[config.mk]
export PLATFORM = sky130hd
export DESIGN_NAME = mips_reg_trace_flat
export DESIGN_NICKNAME = d
export VERILOG_FILES = /design/src/rtl/mips_reg_trace_if.sv /design/src/rtl/mips_reg_trace.sv /design/src/flat_wrapper.sv
export SDC_FILE = /design/constraint.sdc
export NUM_CORES = 2
export LEC_CHECK = 0
export CELL_PAD_IN_SITES_DETAIL_PLACEMENT = 1
export CELL_PAD_IN_SITES_GLOBAL_PLACEMENT = 1
export CORE_AREA = 8 8 453 455
export CTS_CLUSTER_DIAMETER = 80
export DETAILED_ROUTE_END_ITERATION = 6
export DIE_AREA = 0 0 461 463
export PLACE_DENSITY = 0.73
export REMOVE_ABC_BUFFERS = 1
export SYNTH_ARGS = -nofsm -noshare
export SYNTH_HDL_FRONTEND = slang
export SYNTH_SLANG_ARGS = --single-unit
[constraint.sdc]
create_clock -name clk -period 11.3 [get_ports clk]
set_input_delay 2.26 -clock clk [delete_from_list [all_inputs] [get_ports clk]]
set_output_delay 2.26 -clock clk [all_outputs]
set_load 0.1 [all_outputs]
[src/rtl/mips_reg_trace_if.sv]
// Event stream from mips_reg_trace to a debug/logging consumer.
// First-word-fall-through head with a valid/ready handshake.
interface mips_reg_trace_if #(
  parameter int unsigned IDX_W  = 5,
  parameter int unsigned DATA_W = 32,
  parameter int unsigned PC_W   = 32,
  parameter int unsigned TS_W   = 16
);
  logic              ev_valid;
  logic              ev_ready;
  logic [IDX_W-1:0]  ev_index;
  logic [DATA_W-1:0] ev_value;
  logic [PC_W-1:0]   ev_pc;
  logic [TS_W-1:0]   ev_time;

  modport master (
    output ev_valid, ev_index, ev_value, ev_pc, ev_time,
    input  ev_ready
  );

  modport slave (
    input  ev_valid, ev_index, ev_value, ev_pc, ev_time,
    output ev_ready
  );
endinterface

[src/rtl/mips_reg_trace.sv]
// Register-change tracer: diffs the register file against a shadow copy and
// queues one {index, value, pc, time} event per change into a FWFT FIFO.
module mips_reg_trace #(
  parameter int unsigned         NUM_REGS   = 32,
  parameter int unsigned         DATA_W     = 32,
  parameter int unsigned         PC_W       = 32,
  parameter int unsigned         FIFO_DEPTH = 8,
  parameter int unsigned         TS_W       = 16,
  parameter logic [NUM_REGS-1:0] TRACE_MASK = {{(NUM_REGS-1){1'b1}}, 1'b0},
  parameter int unsigned         IDX_W      = $clog2(NUM_REGS)
) (
  input  logic                       clk,
  input  logic                       reset,
  input  logic                       enable,
  input  logic [NUM_REGS*DATA_W-1:0] regs_flat,
  input  logic [PC_W-1:0]            pc_in,
  mips_reg_trace_if.master           ev,
  output logic [$clog2(FIFO_DEPTH):0] fifo_count,
  output logic [15:0]                coalesce_count
);

  localparam int unsigned      PTR_W   = $clog2(FIFO_DEPTH);
  localparam int unsigned      CNT_W   = PTR_W + 1;
  localparam logic [CNT_W-1:0] DEPTH_C = CNT_W'(FIFO_DEPTH);

  logic [NUM_REGS*DATA_W-1:0] shadow;
  logic [NUM_REGS-1:0]        pending;
  logic [NUM_REGS-1:0]        changed;
  logic [NUM_REGS-1:0]        cand;
  logic [NUM_REGS-1:0]        push_mask;
  logic [IDX_W-1:0]           sel;
  logic [DATA_W-1:0]          sel_val;
  logic                       sel_found;
  logic                       push;
  logic                       pop;
  logic                       coal_hit;
  logic [TS_W-1:0]            ts;

  logic [IDX_W-1:0]  idx_mem [FIFO_DEPTH];
  logic [DATA_W-1:0] val_mem [FIFO_DEPTH];
  logic [PC_W-1:0]   pc_mem  [FIFO_DEPTH];
  logic [TS_W-1:0]   ts_mem  [FIFO_DEPTH];
  logic [PTR_W-1:0]  wr_ptr;
  logic [PTR_W-1:0]  rd_ptr;
  logic [CNT_W-1:0]  count;

  always_comb begin
    changed = '0;
    for (int unsigned i = 0; i < NUM_REGS; i++) begin
      changed[i] = enable & TRACE_MASK[i] &
                   (regs_flat[i*DATA_W +: DATA_W] != shadow[i*DATA_W +: DATA_W]);
    end
  end

  assign cand = pending | changed;

  // Lowest-index priority pick over pending and fresh changes.
  always_comb begin
    sel       = '0;
    sel_val   = '0;
    sel_found = 1'b0;
    for (int unsigned i = 0; i < NUM_REGS; i++) begin
      if (cand[i] && !sel_found) begin
        sel       = IDX_W'(i);
        sel_val   = regs_flat[i*DATA_W +: DATA_W];
        sel_found = 1'b1;
      end
    end
  end

  // Fullness is judged before this edge's pop, so a full FIFO never pushes.
  assign push = sel_found && (count < DEPTH_C);
  assign pop  = (count != '0) && ev.ev_ready;

  always_comb begin
    push_mask = '0;
    if (push) push_mask[sel] = 1'b1;
  end

  assign coal_hit = |(changed & pending & ~push_mask);

  always_ff @(posedge clk) begin
    if (reset) begin
      shadow         <= regs_flat;
      pending        <= '0;
      ts             <= '0;
      coalesce_count <= '0;
      wr_ptr         <= '0;
      rd_ptr         <= '0;
      count          <= '0;
    end else begin
      shadow  <= regs_flat;
      pending <= cand & ~push_mask;
      ts      <= ts + 1'b1;
      if (coal_hit && (coalesce_count != '1)) coalesce_count <= coalesce_count + 16'd1;
      if (push) wr_ptr <= wr_ptr + 1'b1;
      if (pop)  rd_ptr <= rd_ptr + 1'b1;
      case ({push, pop})
        2'b10:   count <= count + 1'b1;
        2'b01:   count <= count - 1'b1;
        default: count <= count;
      endcase
    end
  end

  // Storage needs no reset: pointers and count alone define occupancy.
  always_ff @(posedge clk) begin
    if (push) begin
      idx_mem[wr_ptr] <= sel;
      val_mem[wr_ptr] <= sel_val;
      pc_mem[wr_ptr]  <= pc_in;
      ts_mem[wr_ptr]  <= ts;
    end
  end

  assign ev.ev_valid = (count != '0);
  assign ev.ev_index = ev.ev_valid ? idx_mem[rd_ptr] : '0;
  assign ev.ev_value = ev.ev_valid ? val_mem[rd_ptr] : '0;
  assign ev.ev_pc    = ev.ev_valid ? pc_mem[rd_ptr]  : '0;
  assign ev.ev_time  = ev.ev_valid ? ts_mem[rd_ptr]  : '0;
  assign fifo_count  = count;

endmodule

[src/flat_wrapper.sv]
// flat-port wrapper written by rule: the top's interface ports become plain ports
module mips_reg_trace_flat 
#(
  parameter int unsigned         NUM_REGS   = 32,
  parameter int unsigned         DATA_W     = 32,
  parameter int unsigned         PC_W       = 32,
  parameter int unsigned         FIFO_DEPTH = 8,
  parameter int unsigned         TS_W       = 16,
  parameter logic [NUM_REGS-1:0] TRACE_MASK = {{(NUM_REGS-1){1'b1}}, 1'b0},
  parameter int unsigned         IDX_W      = $clog2(NUM_REGS)
)
  (clk, reset, enable, regs_flat, pc_in, fifo_count, coalesce_count, ev_ev_valid, ev_ev_index, ev_ev_value, ev_ev_pc, ev_ev_time, ev_ev_ready);
  mips_reg_trace_if #(.IDX_W(IDX_W), .DATA_W(DATA_W), .PC_W(PC_W), .TS_W(TS_W)) ev_i ();
  input  logic clk;
  input  logic reset;
  input  logic enable;
  input  logic [NUM_REGS*DATA_W-1:0] regs_flat;
  input  logic [PC_W-1:0] pc_in;
  output logic [$clog2(FIFO_DEPTH):0] fifo_count;
  output logic [15:0] coalesce_count;
  output wire logic [$bits(ev_i.ev_valid)-1:0] ev_ev_valid;
  output wire logic [$bits(ev_i.ev_index)-1:0] ev_ev_index;
  output wire logic [$bits(ev_i.ev_value)-1:0] ev_ev_value;
  output wire logic [$bits(ev_i.ev_pc)-1:0] ev_ev_pc;
  output wire logic [$bits(ev_i.ev_time)-1:0] ev_ev_time;
  input wire logic [$bits(ev_i.ev_ready)-1:0] ev_ev_ready;
  assign ev_ev_valid = ev_i.ev_valid;
  assign ev_ev_index = ev_i.ev_index;
  assign ev_ev_value = ev_i.ev_value;
  assign ev_ev_pc = ev_i.ev_pc;
  assign ev_ev_time = ev_i.ev_time;
  assign ev_i.ev_ready = ev_ev_ready;
  mips_reg_trace #(.NUM_REGS(NUM_REGS), .DATA_W(DATA_W), .PC_W(PC_W), .FIFO_DEPTH(FIFO_DEPTH), .TS_W(TS_W), .TRACE_MASK(TRACE_MASK), .IDX_W(IDX_W)) u_core (.clk(clk), .reset(reset), .enable(enable), .regs_flat(regs_flat), .pc_in(pc_in), .ev(ev_i), .fifo_count(fifo_count), .coalesce_count(coalesce_count));
endmodule
## Word-level counts from Yosys, hierarchy flattened

Memory sizes are Yosys's and may differ from the RTL's. A register that Yosys moved wholly into a read port is not among the register bits.
Index checks and enable logic that the tools add are counted.
Widths: inputs -> output; s select.

- Bits in read-only memories: 0
- Input bits: 1060
- Logic and storage cells: 272
- Output and inout port bits: 106
- RAM bits: 680
- Register bits: 1098
- Bits in latches: 0
- Memories: 4

- Eq/ne operators: 34
- Bitwise operators: 36
- Magnitude comparators: 3
- Muxes and demuxes: 113
- Div/mod/pow operators: 0
- $add $sub $neg: 6
- Reductions and logical operators: 69
- Shifts and indexed selects: 0
- Multipliers: 0

Memories:

| memory | words | width | rd ports | clocked after Yosys merged registers in | wr ports | RTL line | RTL |
|---|---|---|---|---|---|---|---|
| u_core.pc_mem | 8 | 32 | 1 | 1 | 1 | mips_reg_trace.sv:41 | `logic [PC_W-1:0] pc_mem [FIFO_DEPTH];` |
| u_core.val_mem | 8 | 32 | 1 | 1 | 1 | mips_reg_trace.sv:40 | `logic [DATA_W-1:0] val_mem [FIFO_DEPTH];` |
| u_core.ts_mem | 8 | 16 | 1 | 1 | 1 | mips_reg_trace.sv:42 | `logic [TS_W-1:0] ts_mem [FIFO_DEPTH];` |
| u_core.idx_mem | 8 | 5 | 1 | 1 | 1 | mips_reg_trace.sv:39 | `logic [IDX_W-1:0] idx_mem [FIFO_DEPTH];` |

Operator list:

| kind | number |
|---|---|
| $mux 32 | 35 |
| $ne 32x32->1 | 31 |
| $mux 5 | 31 |
| $and 32x32->32 | 3 |
| $mux 1 | 36 |
| $logic_and 1x1->1 | 35 |
| $add 16x1->16 const B | 2 |
| $not 32->32 | 1 |
| $or 32x32->32 | 1 |
| $reduce_or 32->1 | 1 |
| $and 1x1->1 | 31 |
| $logic_not 1->1 | 31 |
| $mux 3 | 8 |
| $mux 16 | 1 |
| $ne 16x16->1 const B | 1 |
| $pmux 4 s2 | 1 |
| $add 3x1->3 const B | 2 |
| $lt 5x6->1 const B | 1 |
| $demux 1 s5 | 1 |
| $ge 5x1->1 const B | 1 |
| $add 4x1->4 const B | 1 |
| $lt 4x4->1 const B | 1 |
| $reduce_bool 4->1 | 1 |
| $sub 4x1->4 const B | 1 |
| other kinds (3) | 3 |

## Logic depth before layout (Yosys ltp)

- Word-level depth: 106
- Gate-level depth with buffers: 20

## Worst setup path before layout

OpenSTA, ideal clock, no wires.

- Kind: input port to flip-flop
- From: in enable
- To: mem u_core.idx_mem[2][0] (enable)
- Arrival: 10396 ps
- Stages on the path: 10
- Buffers on the path: 3
- Required time: 10650 ps
- Path slack: 254 ps
- Cells stage by stage: buf_2 > clkbuf_1 > o41a_1 > nor4_1 > nand2_1 > nor4b_4 > buf_4 > a31oi_1 > nand2b_1 > nor3b_1

- Cells in the longest elaborated chain, start to end: 97
- Elaborated cells between the ends (all ways): 127
- Those cells by class: 33 x mux; 32 x bitwise; 62 x reduce/logical

RTL lines:

| element | RTL line | RTL |
|---|---|---|
| from (decl) | flat_wrapper.sv:16 | `input logic enable;` |
| $and 1x1->1 | mips_reg_trace.sv:50 | `changed[i] = enable & TRACE_MASK[i] &` |
| $or 32x32->32 (*) | mips_reg_trace.sv:55 | `assign cand = pending \| changed;` |
| $logic_and 1x1->1 | mips_reg_trace.sv:63 | `if (cand[i] && !sel_found) begin` |
| $mux 1 | mips_reg_trace.sv:63 |  |
| $logic_not 1->1 | mips_reg_trace.sv:63 |  |
| $logic_and 1x1->1 | mips_reg_trace.sv:63 |  |
| $mux 1 | mips_reg_trace.sv:63 |  |
| $logic_not 1->1 | mips_reg_trace.sv:63 |  |
| [... 81 more ...] | -- |  |
| $logic_and 1x1->1 | mips_reg_trace.sv:63 |  |
| $mux 1 | mips_reg_trace.sv:63 |  |
| $logic_not 1->1 | mips_reg_trace.sv:63 |  |
| $logic_and 1x1->1 | mips_reg_trace.sv:63 |  |
| $mux 1 (*) | mips_reg_trace.sv:63 |  |
| $logic_and 1x1->1 (*) | mips_reg_trace.sv:72 | `assign push = sel_found && (count < DEPTH_C);` |
| $mux 1 (*) | mips_reg_trace.sv:108 | `if (push) begin` |
| $mux 1 (implied by the code) (*) | mips_reg_trace.sv:109 | `idx_mem[wr_ptr] <= sel;` |
| to (decl) | mips_reg_trace.sv:39 |  |

Mark *: on every way between the ends. The rest lies on a longest branch, timed or not.

## Final worst setup path

- From: in regs_flat[34]
- To: mem u_core.val_mem[1][25], data pin

- Cells in the longest elaborated chain, start to end: 95
- Elaborated cells between the ends (all ways): 125
- Those cells by class: 1 x eq/ne; 61 x mux; 2 x bitwise; 61 x reduce/logical

RTL lines:

| element | RTL line | RTL |
|---|---|---|
| from (decl) | flat_wrapper.sv:17 | `input logic [NUM_REGS*DATA_W-1:0] regs_flat;` |
| $ne 32x32->1 (*) | mips_reg_trace.sv:51 | `(regs_flat[i*DATA_W +: DATA_W] != shadow[i*DATA_W +: DATA_W]);` |
| $and 1x1->1 (*) | mips_reg_trace.sv:50 |  |
| $or 32x32->32 (*) | mips_reg_trace.sv:55 |  |
| $logic_and 1x1->1 (*) | mips_reg_trace.sv:63 |  |
| $mux 1 | mips_reg_trace.sv:63 |  |
| $logic_not 1->1 | mips_reg_trace.sv:63 |  |
| $logic_and 1x1->1 | mips_reg_trace.sv:63 |  |
| $mux 1 | mips_reg_trace.sv:63 |  |
| [... 80 more ...] | -- |  |
| $mux 1 | mips_reg_trace.sv:63 |  |
| $logic_not 1->1 | mips_reg_trace.sv:63 |  |
| $logic_and 1x1->1 | mips_reg_trace.sv:63 |  |
| $mux 1 | mips_reg_trace.sv:63 |  |
| $logic_not 1->1 | mips_reg_trace.sv:63 |  |
| $logic_and 1x1->1 | mips_reg_trace.sv:63 |  |
| $mux 32 (*) | mips_reg_trace.sv:63 |  |
| via u_core.sel_val[25] | mips_reg_trace.sv:32 | `logic [DATA_W-1:0] sel_val;` |
| to (decl) | mips_reg_trace.sv:40 |  |

The timed path passes the listed nets; every way through them passes the cells marked *.

==> metrics list <==
- TritonCTS built the clock tree.
* CORE AREA: 198200 sq um
* Fraction of the core area covered by cells at the end of the flow: 0.4557
* Clock Root Buffer: sky130_fd_sc_hd__clkbuf_16
- Number of buffers added for setup after CTS: 0
- From left edge to right edge, the die measures 461 um.
- Post-CTS repair changed the size of 0 cells.
* Area after DPL: 83470 sq um
* Largest voltage drop on the vdd net: 0.0001427 V
* Number of enable flip-flop cells after synthesis: 680
- Final count of negative-setup-slack endpoints: 0
* Post-route design area: 90330 sq um
- Count of synthesis-stage warnings from yosys: 0
- In the routed design, unresolved DRC markers number 0.
* Aggregate global routing overflow: 0
- Routability-driven placement finished with a final weighted congestion of 0.9854.
- Maximum clock skew at final layout: 0.09839 ns
* Clock sink count: 1749
* Max-slew violation total from the final report: 0
* Setup slack of the critical path after layout: 0.9139 ns
- After clock tree synthesis, the clock-pin slew on the worst setup and hold paths is 0.07 ns.
- Of the synthesized area, sequential elements account for 0.6128.
- Run status: complete, no violations
- After floorplanning, the core was divided into 164 placement rows.
* Final std cells w/o fill: about 9400
- RSZ-0062 raised after global routing: false
* 1st-pass router iterations: 6
- Summing internal, switching and leakage power gives 17.82 mW.
* Clock Path Buffers: 3
- The synthesized design contains around 1700 register bits.
* Final-stage net count: 7484
* Wire length of the first global-routing pass: 476.5 mm
- Max Fanout on Critical Path: 17
- The cell count after synthesis came out at ~5000.
* Final worst path period share: 0.9191
* Proportion of register bits with asynchronous set or reset after synthesis: 0
- Peak clock frequency supported by timing: 96.28 MHz
- The count of endpoints failing hold in the final timing report came to 0.
* HPWL after detailed placement: 288.7 mm
* Startpoint kind of the worst setup timing path: primary input
* Die Outline Area: around 210000 sq um
- The min-delay analysis places its worst path in the category register to register.
- Placement Setup Slack: 0.7241 ns
* Number of global-route vias before repair: 54960
* Vias: 54200
- Using the TritonRoute via totals, the vias-per-cell ratio works out to 5.770.
* Final min period: 10.39 ns
- Area growth syn-to-layout: 32.36%
- Number of port buffers: 1165
* Initial core utilization: 0.3443
- For this design the top-level I/O count stands at 1166.
- Hold timing on the final database bottoms out at a slack of about 0.50 ns.
- The cell area that synthesis handed to floorplanning was 68240 sq um.
- After detailed routing, the total wire length is 362.1 mm.
- Buffers inserted to repair hold after CTS numbered 0.
- Number of antenna violations at the first check in global routing: 273
- Total Negative Setup Slacks: 0 ns
- The detail route stage leaves a number of antenna-violating nets equal to 0.
- STA classifies the critical path endpoint as a register.
* Cell total after placement: between 8000 and 9000
- The clock tree synthesis step divided the H-tree into 4 levels.
* Synth unique cells: 101
- Synth Flop Type: sky130_fd_sc_hd__dfxtp_1
* Worst path arrival time: ~11 ns
* Layout cells sized above 1: 0.1054
- Entering global routing, the biggest net connects 86 pins.
* Maxcap violations: 0
- Worst endpoint required time: ~12 ns
- For the worst-skew pair, the clock arrives at the later sink with an insertion delay of a little under 0.9 ns.
- Dividing the detail-routed wire length by the instance count gives ~39 um.
* Height of the chip: ~460 um
- In this run, the number of DRC markers left after iteration 0 of detailed routing was roughly 6800.
- Tracing the worst setup path back leads to its startpoint at regs_flat[34].
* RR Startpoint: u_core.shadow[34]
- After synthesis, the mean cell area works out to ~13 sq um.
- Static power due to leakage: 31.15 nW
* Total Routing Usage GR: 0.3227
- Worst Setup EP: u_core.val_mem[1][25]
* Kind of critical path: primary input to register
* Actual transition at the worst max-transition pin: roughly 1.4 ns
* Slew Limit Headroom: 0.08109
* Total power divided by cell area: approximately 200 nW/um^2
- Number of buffers inserted during clock tree synthesis: 188
- In this run the critical register-to-register path is captured at u_core.val_mem[1][25].
- Depth of the worst register-to-register path: 16
- Slack of the worst reg-to-reg path: 2.63 ns
[cell type report]
class                   instances  area [sq um]
diodes                        161         402.9
clock buffers                 263          5308
clock inverters                88          1146
fillers                     20450        107900
inverters                      32         120.1
multi-input cells            3167         25680
flip-flops and latches       1749         41830
well taps                    2656          3323
repair buffers               1278         12510
[cell families after synthesis]
family	Yosys count	share of synthesized area
DFF	1749	0.6128
and+or+nand+nor	1081	0.08261
xor gates and xnor gates	1013	0.1300
AOI/OAI and AO/OA	796	0.08857
muxes	269	0.07099
buffers and inverters	238	0.01344
adders and majority gates	8	0.001577
[sequential cells by signal (all words and copies together), names as in the netlist, named ones only]
register and count:
u_core.pc_mem 256, u_core.idx_mem 40, u_core.val_mem 256, u_core.fifo_count 4, u_core.rd_ptr 3, u_core.wr_ptr 3, u_core.coalesce_count 16, u_core.pending 32
u_core.ts 16, u_core.shadow 992, u_core.ts_mem 128
[critical path, stage by stage]
cell,delay [ns]
sky130_fd_sc_hd__clkdlybuf4s50_1,0.54
sky130_fd_sc_hd__xor2_1,0.21
sky130_fd_sc_hd__nor4_1,0.52
sky130_fd_sc_hd__nand2_1,0.24
sky130_fd_sc_hd__o41ai_4,0.64
sky130_fd_sc_hd__nand2_1,0.69
sky130_fd_sc_hd__buf_4,0.42
sky130_fd_sc_hd__a221oi_1,0.91
sky130_fd_sc_hd__o2bb2ai_1,0.34
sky130_fd_sc_hd__a221oi_1,0.37
sky130_fd_sc_hd__nand4_1,0.26
sky130_fd_sc_hd__a222oi_1,0.55
sky130_fd_sc_hd__nor3_1,0.24
sky130_fd_sc_hd__o21bai_1,0.53
sky130_fd_sc_hd__a21oi_1,0.29
sky130_fd_sc_hd__a2111oi_0,1.09
sky130_fd_sc_hd__o21ai_0,0.68
[worst min-delay path by stage]
stage	cells after the start	end	slack, ns	startpoint
global route	2	u_core.wr_ptr[0]	0.53	u_core.wr_ptr[0]
finish	2	u_core.wr_ptr[0]	0.50	u_core.wr_ptr[0]
floorplan	2	u_core.wr_ptr[0]	0.46	u_core.wr_ptr[0]
CTS	2	u_core.wr_ptr[0]	0.50	u_core.wr_ptr[0]
global placement	2	u_core.wr_ptr[0]	0.47	u_core.wr_ptr[0]
detailed placement	2	u_core.wr_ptr[0]	0.49	u_core.wr_ptr[0]
[per-layer routing]
| layer | part of all wire | routed length, um | up-vias | global-route usage |
|---|---|---|---|---|
| met4 | 0.074 | 26720 | 88 | 0.1961 |
| met3 | 0.095 | 34580 | 960 | 0.08739 |
| met1 | 0.35 | 126800 | 27580 | 0.3659 |
| li1 | - | - | 22150 | - |
| met5 | 0.0015 | 551 | - | 0 |
| met2 | 0.48 | 173400 | 3419 | 0.5413 |
[cells in the final DEF, fill, tap and decap left out, types with 51 or more instances in the layout]
cell                              count
sky130_fd_sc_hd__diode_2            161
sky130_fd_sc_hd__clkbuf_16          189
sky130_fd_sc_hd__a221oi_1            66
sky130_fd_sc_hd__a22oi_1             90
sky130_fd_sc_hd__o21ai_0             93
sky130_fd_sc_hd__nand2_1            200
sky130_fd_sc_hd__clkdlybuf4s50_1   1147
sky130_fd_sc_hd__xnor2_1            558
sky130_fd_sc_hd__a21oi_1             99
sky130_fd_sc_hd__nor4_1             163
sky130_fd_sc_hd__mux4_2             170
sky130_fd_sc_hd__edfxtp_1           680
sky130_fd_sc_hd__nand4_1            180
sky130_fd_sc_hd__dfxtp_1           1065
sky130_fd_sc_hd__buf_4              126
sky130_fd_sc_hd__mux2i_1             91
sky130_fd_sc_hd__o22ai_1             61
sky130_fd_sc_hd__nor2_1             280
sky130_fd_sc_hd__xor2_1             455
sky130_fd_sc_hd__a211oi_1            51
[cells in the mapped netlist, types with 11 or more instances]
master | instances | area (sq um)
sky130_fd_sc_hd__o221ai_1 | 44 | 385.4
sky130_fd_sc_hd__dfxtp_1 | 1069 | 21400
sky130_fd_sc_hd__buf_1 | 34 | 127.6
sky130_fd_sc_hd__nor2_1 | 291 | 1092
sky130_fd_sc_hd__a22o_1 | 12 | 105.1
sky130_fd_sc_hd__nor3_1 | 50 | 250.2
sky130_fd_sc_hd__xnor2_1 | 558 | 4887
sky130_fd_sc_hd__mux4_2 | 170 | 3829
sky130_fd_sc_hd__nand3_1 | 44 | 220.2
sky130_fd_sc_hd__o22ai_1 | 61 | 381.6
sky130_fd_sc_hd__a222oi_1 | 48 | 480.5
sky130_fd_sc_hd__clkbuf_1 | 160 | 600.6
sky130_fd_sc_hd__a41oi_1 | 12 | 105.1
sky130_fd_sc_hd__a221o_1 | 40 | 400.4
sky130_fd_sc_hd__a22oi_1 | 90 | 675.7
sky130_fd_sc_hd__o221a_2 | 13 | 146.4
sky130_fd_sc_hd__a221oi_1 | 66 | 578.1
sky130_fd_sc_hd__a211o_1 | 11 | 96.34
sky130_fd_sc_hd__or2_2 | 12 | 75.07
sky130_fd_sc_hd__a21boi_0 | 16 | 120.1
sky130_fd_sc_hd__a21oi_1 | 99 | 495.5
sky130_fd_sc_hd__nand2_1 | 200 | 750.7
sky130_fd_sc_hd__or3_1 | 15 | 93.84
sky130_fd_sc_hd__nor4_1 | 169 | 1057
sky130_fd_sc_hd__a211oi_1 | 52 | 390.4
sky130_fd_sc_hd__o21ai_0 | 96 | 480.5
sky130_fd_sc_hd__and2_1 | 16 | 100.1
sky130_fd_sc_hd__mux2i_1 | 91 | 910.9
sky130_fd_sc_hd__inv_1 | 32 | 120.1
sky130_fd_sc_hd__nand4_1 | 180 | 1126
sky130_fd_sc_hd__edfxtp_1 | 680 | 20420
sky130_fd_sc_hd__xor2_1 | 455 | 3985
sky130_fd_sc_hd__and3_1 | 20 | 125.1
sky130_fd_sc_hd__a31oi_1 | 19 | 118.9
sky130_fd_sc_hd__nand2b_1 | 13 | 81.33
[power by group]
group / internal [mW] / switching [mW]
clock: 3.68 / 2.80
combinational: 1.41 / 2.81
sequential: 6.93 / 0.200
total: 12.0 / 5.80
(Power assumes the default switching activity.)
